File: src/rtl/mem_lsu.sv
// Memory-stage load/store unit: decodes the EX/MEM instruction, runs one req/gnt/rvalid
// bus transaction, stalls the pipeline until it completes and formats the MEM/WB writeback.
module mem_lsu #(
  parameter int unsigned TIMEOUT_CYCLES = 255
) (
  input  logic        clk,
  input  logic        rst,
  input  logic [31:0] inst_i,
  input  logic [31:0] op1_add_op2_res_i,
  input  logic [31:0] reg2_rdata_i,
  input  logic [1:0]  mem_raddr_index_i,
  input  logic [1:0]  mem_waddr_index_i,
  input  logic        reg_we_i,
  input  logic [4:0]  reg_waddr_i,
  input  logic [31:0] reg_wdata_i,
  output logic        mem_req_o,
  output logic        mem_we_o,
  output logic [31:0] mem_addr_o,
  output logic [31:0] mem_wdata_o,
  output logic [3:0]  mem_sel_o,
  input  logic        mem_gnt_i,
  input  logic        mem_rvalid_i,
  input  logic [31:0] mem_rdata_i,
  output logic        hold_req_o,
  output logic        reg_we_o,
  output logic [4:0]  reg_waddr_o,
  output logic [31:0] reg_wdata_o,
  output logic        misaligned_o,
  output logic        bus_err_o
);

  typedef enum logic [1:0] {S_IDLE, S_REQ, S_WAIT, S_DONE} state_t;

  localparam logic [15:0] TMO_LAST = 16'(TIMEOUT_CYCLES - 1);

  state_t      r_state, w_nxt;
  logic [15:0] r_cnt;
  logic [31:0] r_rdata;
  logic        r_err;

  logic [6:0]  w_opc;
  logic [2:0]  w_f3;
  logic        w_ld, w_st, w_mis, w_mem, w_tmo, w_err;
  logic [1:0]  w_off;
  logic [7:0]  w_byte;
  logic [15:0] w_half;
  logic [31:0] w_ld_data;
  logic        w_unused;

  assign w_unused = ^{inst_i[31:15], inst_i[11:7], op1_add_op2_res_i[1:0]};

  assign w_opc = inst_i[6:0];
  assign w_f3  = inst_i[14:12];
  assign w_ld  = (w_opc == 7'b0000011) &&
                 (w_f3 == 3'b000 || w_f3 == 3'b001 || w_f3 == 3'b010 ||
                  w_f3 == 3'b100 || w_f3 == 3'b101);
  assign w_st  = (w_opc == 7'b0100011) &&
                 (w_f3 == 3'b000 || w_f3 == 3'b001 || w_f3 == 3'b010);
  assign w_off = w_ld ? mem_raddr_index_i : mem_waddr_index_i;
  assign w_mis = (w_ld || w_st) &&
                 (((w_f3[1:0] == 2'b01) && w_off[0]) ||
                  ((w_f3[1:0] == 2'b10) && (w_off != 2'b00)));
  assign w_mem = (w_ld || w_st) && !w_mis;
  assign w_tmo = (r_cnt == TMO_LAST);

  assign mem_addr_o = {op1_add_op2_res_i[31:2], 2'b00};
  assign mem_we_o   = w_st;

  always_comb begin
    mem_sel_o   = 4'b1111;
    mem_wdata_o = reg2_rdata_i;
    case (w_f3[1:0])
      2'b00: begin
        mem_sel_o   = 4'b0001 << w_off;
        mem_wdata_o = {4{reg2_rdata_i[7:0]}};
      end
      2'b01: begin
        mem_sel_o   = w_off[1] ? 4'b1100 : 4'b0011;
        mem_wdata_o = {2{reg2_rdata_i[15:0]}};
      end
      default: ;
    endcase
  end

  assign w_byte = mem_rdata_i[{w_off, 3'b000} +: 8];
  assign w_half = w_off[1] ? mem_rdata_i[31:16] : mem_rdata_i[15:0];

  always_comb begin
    case (w_f3)
      3'b000:  w_ld_data = {{24{w_byte[7]}}, w_byte};
      3'b100:  w_ld_data = {24'b0, w_byte};
      3'b001:  w_ld_data = {{16{w_half[15]}}, w_half};
      3'b101:  w_ld_data = {16'b0, w_half};
      default: w_ld_data = mem_rdata_i;
    endcase
  end

  always_comb begin
    w_nxt        = r_state;
    w_err        = 1'b0;
    mem_req_o    = 1'b0;
    hold_req_o   = 1'b0;
    reg_we_o     = 1'b0;
    reg_waddr_o  = 5'b0;
    reg_wdata_o  = 32'b0;
    misaligned_o = 1'b0;
    case (r_state)
      S_IDLE: begin
        if (w_mem) begin
          hold_req_o = 1'b1;
          w_nxt      = S_REQ;
        end else if (w_mis) begin
          misaligned_o = 1'b1;
        end else begin
          reg_we_o    = reg_we_i;
          reg_waddr_o = reg_waddr_i;
          reg_wdata_o = reg_wdata_i;
        end
      end
      S_REQ: begin
        mem_req_o  = 1'b1;
        hold_req_o = 1'b1;
        if (mem_gnt_i) begin
          w_nxt = w_st ? S_DONE : S_WAIT;
        end else if (w_tmo) begin
          w_err = 1'b1;
          w_nxt = S_DONE;
        end
      end
      S_WAIT: begin
        hold_req_o = 1'b1;
        if (mem_rvalid_i) begin
          w_nxt = S_DONE;
        end else if (w_tmo) begin
          w_err = 1'b1;
          w_nxt = S_DONE;
        end
      end
      default: begin
        if (w_ld && !r_err) begin
          reg_we_o    = reg_we_i;
          reg_waddr_o = reg_waddr_i;
          reg_wdata_o = r_rdata;
        end
        w_nxt = S_IDLE;
      end
    endcase
    // Pass-through paths must not leak EX/MEM values while reset is held.
    if (!rst) begin
      mem_req_o    = 1'b0;
      hold_req_o   = 1'b0;
      reg_we_o     = 1'b0;
      reg_waddr_o  = 5'b0;
      reg_wdata_o  = 32'b0;
      misaligned_o = 1'b0;
      w_err        = 1'b0;
    end
  end

  assign bus_err_o = w_err;

  always_ff @(posedge clk or negedge rst) begin
    if (!rst) begin
      r_state <= S_IDLE;
      r_cnt   <= 16'b0;
      r_rdata <= 32'b0;
      r_err   <= 1'b0;
    end else begin
      r_state <= w_nxt;
      if (r_state == S_REQ || r_state == S_WAIT) r_cnt <= r_cnt + 16'd1;
      else                                       r_cnt <= 16'b0;
      if (r_state == S_WAIT && mem_rvalid_i) r_rdata <= w_ld_data;
      if (r_state == S_IDLE)  r_err <= 1'b0;
      else if (w_err)         r_err <= 1'b1;
    end
  end

endmodule

File: config.mk
export PLATFORM = sky130hd
export DESIGN_NAME = mem_lsu
export DESIGN_NICKNAME = d
export VERILOG_FILES = /design/src/rtl/mem_lsu.sv
export SDC_FILE = /design/constraint.sdc
export NUM_CORES = 1
export LEC_CHECK = 0
export ABC_CLOCK_PERIOD_IN_PS = 3400
export CAP_MARGIN = 15
export CELL_PAD_IN_SITES_DETAIL_PLACEMENT = 0
export CELL_PAD_IN_SITES_GLOBAL_PLACEMENT = 2
export CORE_MARGIN = 2
export CORE_UTILIZATION = 17
export CTS_CLUSTER_DIAMETER = 40
export DETAILED_ROUTE_END_ITERATION = 10
export PLACE_DENSITY_LB_ADDON = 0.1
export SLEW_MARGIN = 20
export SYNTH_ARGS = -nofsm -noshare
export SYNTH_HDL_FRONTEND = slang
export SYNTH_SLANG_ARGS = --single-unit
File: constraint.sdc
create_clock -name clk -period 3.4 [get_ports clk]
set_clock_uncertainty 0.15 [all_clocks]
set_input_delay 0.85 -clock clk [delete_from_list [all_inputs] [get_ports clk]]
set_output_delay 0.85 -clock clk [all_outputs]
set_load 0.03 [all_outputs]
==> results of run 1 <==
-- metrics by stage --
stage               hold WS [ns]  setup TNS [ns]  std cells  worst slack [ns]  power, mW
detailed placement         0.341          -28.47       1001            -0.634       2.83
finish                     0.345           -3.14       1021            -0.154       3.68
CTS                        0.355           -3.42       1018            -0.269       3.74
floorplan                  0.300          -0.101        503           -0.0887       2.12
global placement           0.335          -28.50       1001            -0.605       2.82
global route               0.378           -6.33       1021            -0.240       3.92
-- routing by layer --
metal | track usage [%] | up-vias | share of wire, %
li1 | - | 2085 | -
met3 | 4.03 | 25 | 6.9
met4 | 3.33 | 0 | 1.4
met1 | 15.7 | 2013 | 40
met5 | 0 | - | 0
met2 | 24.7 | 144 | 52
-- power groups by stage --
stage / sequential [mW] / combinational (mW) / clock [mW]
finish: 0.975 / 2.13 / 0.573
detailed placement: 0.994 / 1.84 / 0
global placement: 0.989 / 1.83 / 0
global route: 1.01 / 2.30 / 0.613
floorplan: 0.907 / 1.21 / 0
CTS: 0.981 / 2.17 / 0.593
-- final cells by class --
type / count / area, um2 / area share (%)
well taps: 324 / 405 / 5.45
clock buffers: 7 / 153 / 2.05
inverters: 16 / 60.1 / 0.807
multi-input cells: 368 / 2870 / 38.6
flip-flops and latches: 51 / 1280 / 17.2
repair buffers: 254 / 2670 / 35.9
clock inverters: 1 / 7.51 / 0.101
-- worst max path at each step --
stage	start	end	cells past startpoint
after floorplan	inst_i[3]	hold_req_o	6
after global placement	inst_i[3]	reg_wdata_o[7]	11
after detailed placement	inst_i[3]	reg_wdata_o[7]	11
after CTS	inst_i[4]	hold_req_o	8
after global routing	inst_i[2]	hold_req_o	8
final	inst_i[2]	hold_req_o	8
-- kinds of logic (layout without fill, tap and decap cells) --
group | after synthesis | in the layout | share of synthesized area (%)
other | 1 | 2 | 0.0897
adders and majority gates | 6 | 6 | 1.80
muxes | 82 | 82 | 20.4
and+or+nand+nor | 201 | 201 | 23.7
buffers and inverters | 84 | 278 | 11.4
DFF | 51 | 51 | 30.5
AOI/OAI and AO/OA | 65 | 65 | 9.61
xor gates and xnor gates | 12 | 12 | 2.51
-- what timing repair did --
item	in CTS	in global routing
setup buffers	4	4
pin swaps	40	12
cloned	5	0
resized for setup	133	14
endpoints found under the setup margin	57	47
-- cell usage in the layout, fill, tap and decap left out, types with 4 or more instances in the layout --
| master | Yosys | final |
|---|---|---|
| nor2_4 | 0 | 40 |
| buf_6 | 1 | 45 |
| ha_1 | 6 | 5 |
| nand2b_1 | 5 | 5 |
| nor2b_1 | 5 | 4 |
| inv_1 | 16 | 15 |
| or3_1 | 14 | 14 |
| o221ai_1 | 7 | 7 |
| a21oi_1 | 14 | 12 |
| xnor2_1 | 10 | 10 |
| nand2_1 | 53 | 51 |
| clkdlybuf4s50_1 | 0 | 121 |
| buf_4 | 40 | 48 |
| and2_1 | 14 | 14 |
| nand3_1 | 36 | 36 |
| and3_1 | 4 | 4 |
| clkbuf_16 | 0 | 5 |
| o21ai_2 | 0 | 6 |
| buf_12 | 0 | 14 |
| o21ai_0 | 26 | 18 |
| nor2_1 | 54 | 13 |
| dlygate4sd2_1 | 0 | 14 |
| buf_16 | 0 | 4 |
| dfrtp_1 | 51 | 51 |
| mux2i_1 | 60 | 58 |
| mux2_2 | 21 | 21 |
-- registers in the layout, summed over array words and instances (netlist names) --
| signal | flops |
|---|---|
| r_cnt | 16 |
| r_err | 1 |
| r_rdata | 32 |
| r_state | 2 |
-- worst min-delay path, cell delays in order (launching register included) --
cell and delay, ns:
dfrtp_1 0.35, nand2_1 0.05, nand3_1 0.07
==> qor.yml, run 1 <==
pwr:
  pwr-share-clk_pct: 15.6
  p_seq_share_pct: 26.5
  p_sw_mw: 1.56
  power_density_nw_per_um2: 495
  internal_power_mw: 2.12
  leakage_nw: 3.12
  sw_frac_of_total_pct: 42.3
  vdd_drop_max_mv: 0.183
  combPwrFrac_pct: 58.0
worst_hold_path:
  worstHoldEndpoint: "r_rdata[29]"
  min_path_type: "register to register"
  holdCritStartpoint: "r_rdata[29]"
  min_path_cells: 2
finish:
  utilization_pct: 30.7
  nets: 876
  fin_area_um2: 7440
  fillCellCount: 2542
  num_antenna_cells: 0
  areaGrowthSynthToFinish_pct: 78.0
  drive_gt1_share_pct: 30.3
worst_setup_path:
  cp_max_fo: 3
  cp_top_family: "simple AND/OR/NAND/NOR gates"
  start_kind: "input pin"
  crit_buf_inv: 2
  critPathSlowestCell: "or3_1"
  rr_startpoint: "r_state[0]"
  arrival_ns: 2.55
  r2r_end: "r_rdata[13]"
  worstSetupPathType: "input pin to output port"
  regToRegSetupSlack_ns: 1.20
  path_cells: "buf_6 > nor4b_4 > nand4_4 > or3_1 > a32oi_2 > a31oi_2 > nor3b_4 > buf_12"
  endpoint_kind: "output port"
  required_ns: 2.40
  reg2reg_depth: 6
  cpPeakStageDelay_ns: 0.34
grt:
  grt.total_usage_pct: 13.6
  grt_pass1_vias: 4606
  grt_antenna_before_repair: 1
  grt_max_degree: 31
  grt_overflow: 0
  grt_pass1_wl_um: 27100
floorplan:
  start_util_pct: 17.2
  rows: 57
  die_w_um: 161
  io_pins: 285
  die-height_um: 161
  core_um2: 24200
  die_area_um2: 25900
drt:
  antenna_left: 0
  drc: 0
  wire_per_inst_um: 17.3
  vias_per_cell: 4.18
  vias: 4267
  routed_wl_um: 17600
  dr.pass1.iters: 6
  drt_iter0_drc: 176
timing:
  slew_violations: 0
  rsz0062_at_grt: "yes"
  fin_ws_ns: -0.154
  fin_crit_ns: 3.55
  fin_crit_sh_pct: 105
  tightest_slew_ns: 0.684
  fmax_mhz: 281
  slew_headroom_pct: 54.4
  final-setup-viol-count: 38
  hold_violations: 0
synthesis:
  ys_top_cells_by_count: "mux2i_1 (60), nor2_1 (54), nand2_1 (53)"
  synth_top_cell_area_share_pct: 30.5
  netlist_instances: 502
  synthesis.area_um2: 4180
  synth_top_cell_by_area: "dfrtp_1"
  seq_area_frac_synth_pct: 30.5
  ys_seq_elements: 51
  async_reset_ff_share_pct: 100
  synth-edff-count: 0
  syn_area_per_cell_um2: 8.32
  ys.warnings.count: 0
  synth_flop_cell: "dfrtp_1"
  synthTopCellsByArea: "dfrtp_1 (31%), mux2i_1 (14%), buf_4 (7.2%)"
  yosysMostFrequentCell: "mux2i_1"
  ys_types: 47
clock_network:
  clock-sinks: 51
  cts_made_buffers: 5
  worstSkewPairLatency_ns: 0.30
  cts_tree: "built"
  hold_buffers: 0
  h-tree-depth: 2
  clkTransAtPathRegs_ns: 0.07
  clockRootBuffer: "clkbuf_16"
  clk_path_buf_depth: 2
placement:
  io_buffers: 198
  place_area_um2: 6700
  globalplace.congestion: 0.770
  dpl.hpwl_um: 13600
outcome:
  violations: "negative setup slack"
  status: "complete, but fails checks"
run:
  maxCapViolations: 0
No activity file was read; power rests on OpenSTA's default activity.
==> run 2: changes to the inputs <==
Settings changed: HOLD_SLACK_MARGIN set to 0.12, SKIP_LAST_GASP set to 1.
==> run 2 against run 1 <==
- the flow still finishes with violations (negative setup slack)
- non-clock buffer count is the same
- wire length is essentially flat
- worst hold slack is the same
- first-iteration DRC count grew 0.57%
- register-to-register slack is essentially flat
- final cell count is the same
- global-route usage is essentially flat
- clock power is essentially flat
- sequential cell count is the same
- via count grew 0.12%
- power is essentially flat
- critical endpoint unchanged
==> qor.yml, run 2 (synthesis gave the netlist of run 1 again) <==
finish:
  areaGrowthSynthToFinish_pct: 78.1  # about the same
  reg_top3: "r_rdata: 32 flops, r_cnt: 16 flops, r_state: 2 flops"
  num_antenna_cells: 0  # unchanged
  final-seq-area_um2: 1280  # unchanged
  drive_gt1_share_pct: 30.6  # +0.29 points
  largest_reg_flops: 32  # unchanged
  fillCellCount: 2540  # -0.079%
  final_cell_mix: "clkdlybuf4s50_1 (121), mux2i_1 (58), dfrtp_1 (51)"
  nets: 876  # unchanged
  regMostFlops: "r_rdata"
  utilization_pct: 30.7  # about the same
  layout.cells.most_common: "clkdlybuf4s50_1"
  multi_input_area_um2: 2870  # +0.17%
outcome:
  violations: "negative setup slack"
  status: "complete, but fails checks"
pwr:
  leakage_nw: 3.12  # about the same
  power.total_mw: 3.68  # about the same
  vdd_drop_max_mv: 0.183  # about the same
  power_density_nw_per_um2: 494  # -0.17%
floorplan:
  core_um2: 24200  # unchanged
  io_pins: 285  # unchanged
  start_util_pct: 17.2  # unchanged
  die_w_um: 161  # unchanged
  die_area_um2: 25900  # unchanged
  rows: 57  # unchanged
  die-height_um: 161  # unchanged
worst_setup_path:
  cpPeakStageDelay_ns: 0.34  # about the same
  worstSetupPathType: "input pin to output port"
  rr_startpoint: "r_state[0]"
  regToRegSetupSlack_ns: 1.21  # about the same
  r2r_end: "r_rdata[13]"
  arrival_ns: 2.56  # about the same
  start_kind: "input pin"
  path_cells: "buf_6 > nor4b_4 > nand4_4 > or3_1 > a32oi_2 > a31oi_2 > nor3b_4 > buf_12"
  reg2reg_depth: 6  # unchanged
  endpoint_kind: "output port"
  cp_max_fo: 3  # unchanged
  required_ns: 2.40  # about the same
  critPathSlowestCell: "or3_1"
drt:
  drt_iter0_drc: 177  # +0.57%
  drc: 0  # unchanged
  vias_per_cell: 4.18  # +0.12%
  wire_per_inst_um: 17.3  # about the same
  antenna_left: 0  # unchanged
  vias: 4272  # +0.12%
  dr.pass1.iters: 6  # unchanged
  routed_wl_um: 17600  # about the same
clock_network:
  worstSkewPairLatency_ns: 0.30  # about the same
  cts_tree: "built"
  clock-sinks: 51  # unchanged
  clkTransAtPathRegs_ns: 0.07  # about the same
  cts_made_buffers: 5  # unchanged
  clk_path_buf_depth: 2  # unchanged
  h-tree-depth: 2  # unchanged
  clockRootBuffer: "clkbuf_16"
timing:
  hold_violations: 0  # unchanged
  slew_headroom_pct: 54.4  # -0.055 points
  holdWs_ns: 0.345  # unchanged
  fin_ws_ns: -0.156  # -0.00190 ns
  rsz0062_at_grt: "yes"
  slew_violations: 0  # unchanged
  fin_crit_sh_pct: 105  # about the same
  final-setup-viol-count: 38  # unchanged
  tightest_slew_ns: 0.684  # +0.000828 ns
  tns_ns: -2.53  # +0.613 ns
  fmax_mhz: 281  # about the same
  fin_crit_ns: 3.56  # +0.00190 ns
worst_hold_path:
  holdCritStartpoint: "r_rdata[29]"
  min_path_cells: 2  # unchanged
  worstHoldEndpoint: "r_rdata[29]"
  min_path_type: "register to register"
grt:
  grt_max_degree: 31  # unchanged
  grt_antenna_before_repair: 1  # unchanged
  grt_overflow: 0  # unchanged
  grt_pass1_vias: 4607  # +0.022%
  grt.total_usage_pct: 13.6  # about the same
  grt_pass1_wl_um: 27100  # about the same
placement:
  dpl.hpwl_um: 13600  # unchanged
  dp_slack_ns: -0.634  # unchanged
  io_buffers: 198  # unchanged
  globalplace.congestion: 0.770  # unchanged
run:
  maxCapViolations: 0  # unchanged
run 2: cell count changes in the layout (fill, tap and decap cells not counted):
cell / delta
nand2_1: -1
nand2_2: +1
nor2_1: -1
nor2_2: +1
run 2: area by class of cell:
class,count,area share (%)
multi-input combinational,368,38.6
timing repair buffer,254,35.9
sequential,51,17.1
tap,324,5.45
clock buffer,7,2.05
inverter,16,0.807
clock inverter,1,0.101
run 2: where the power goes:
part	leakage (nW)	total, mW	switching (mW)	internal [mW]
Clock	0.0761	0.571	0.257	0.315
Combinational	2.39	2.13	1.14	0.996
Sequential	0.656	0.974	0.162	0.812
run 2: routing by layer:
metal	global-route usage, %	up-vias	share of wire (%)
met4	3.33	0	1.4
met1	15.7	2017	40
met2	24.7	143	51
met3	4.03	27	7.0
li1	-	2085	-
met5	0	-	0
run 2: timing repair:
item | 4_1_cts | 5_1_grt
endpoints found under the setup margin | 57 | 47
hold buffers | 0 | 0
resized for setup | 131 | 18
pin swaps | 39 | 12
cloned | 5 | 0
buffers inserted | 4 | 5
run 2: how the worst max path moves through the flow:
stage               slack (ns)  startpoint        endpoint
floorplan                -0.09   inst_i[3]      hold_req_o
global placement         -0.61   inst_i[3]  reg_wdata_o[7]
detailed placement       -0.63   inst_i[3]  reg_wdata_o[7]
CTS                      -0.27   inst_i[4]      hold_req_o
global route             -0.24   inst_i[2]      hold_req_o
finish                   -0.16   inst_i[2]      hold_req_o
run 2: critical path, delay by kind of cell:
family / cells / cell delay, ns
and+or+nand+nor: 4 / 1.07
AOI/OAI and AO/OA: 2 / 0.40
buffers and inverters: 2 / 0.25
run 2: metrics by stage:
step	std cells	cell area, um2
global route	1021	7440
floorplan	503	4400
detailed placement	1001	6700
global placement	1001	6700
finish	1021	7440
CTS	1018	7360
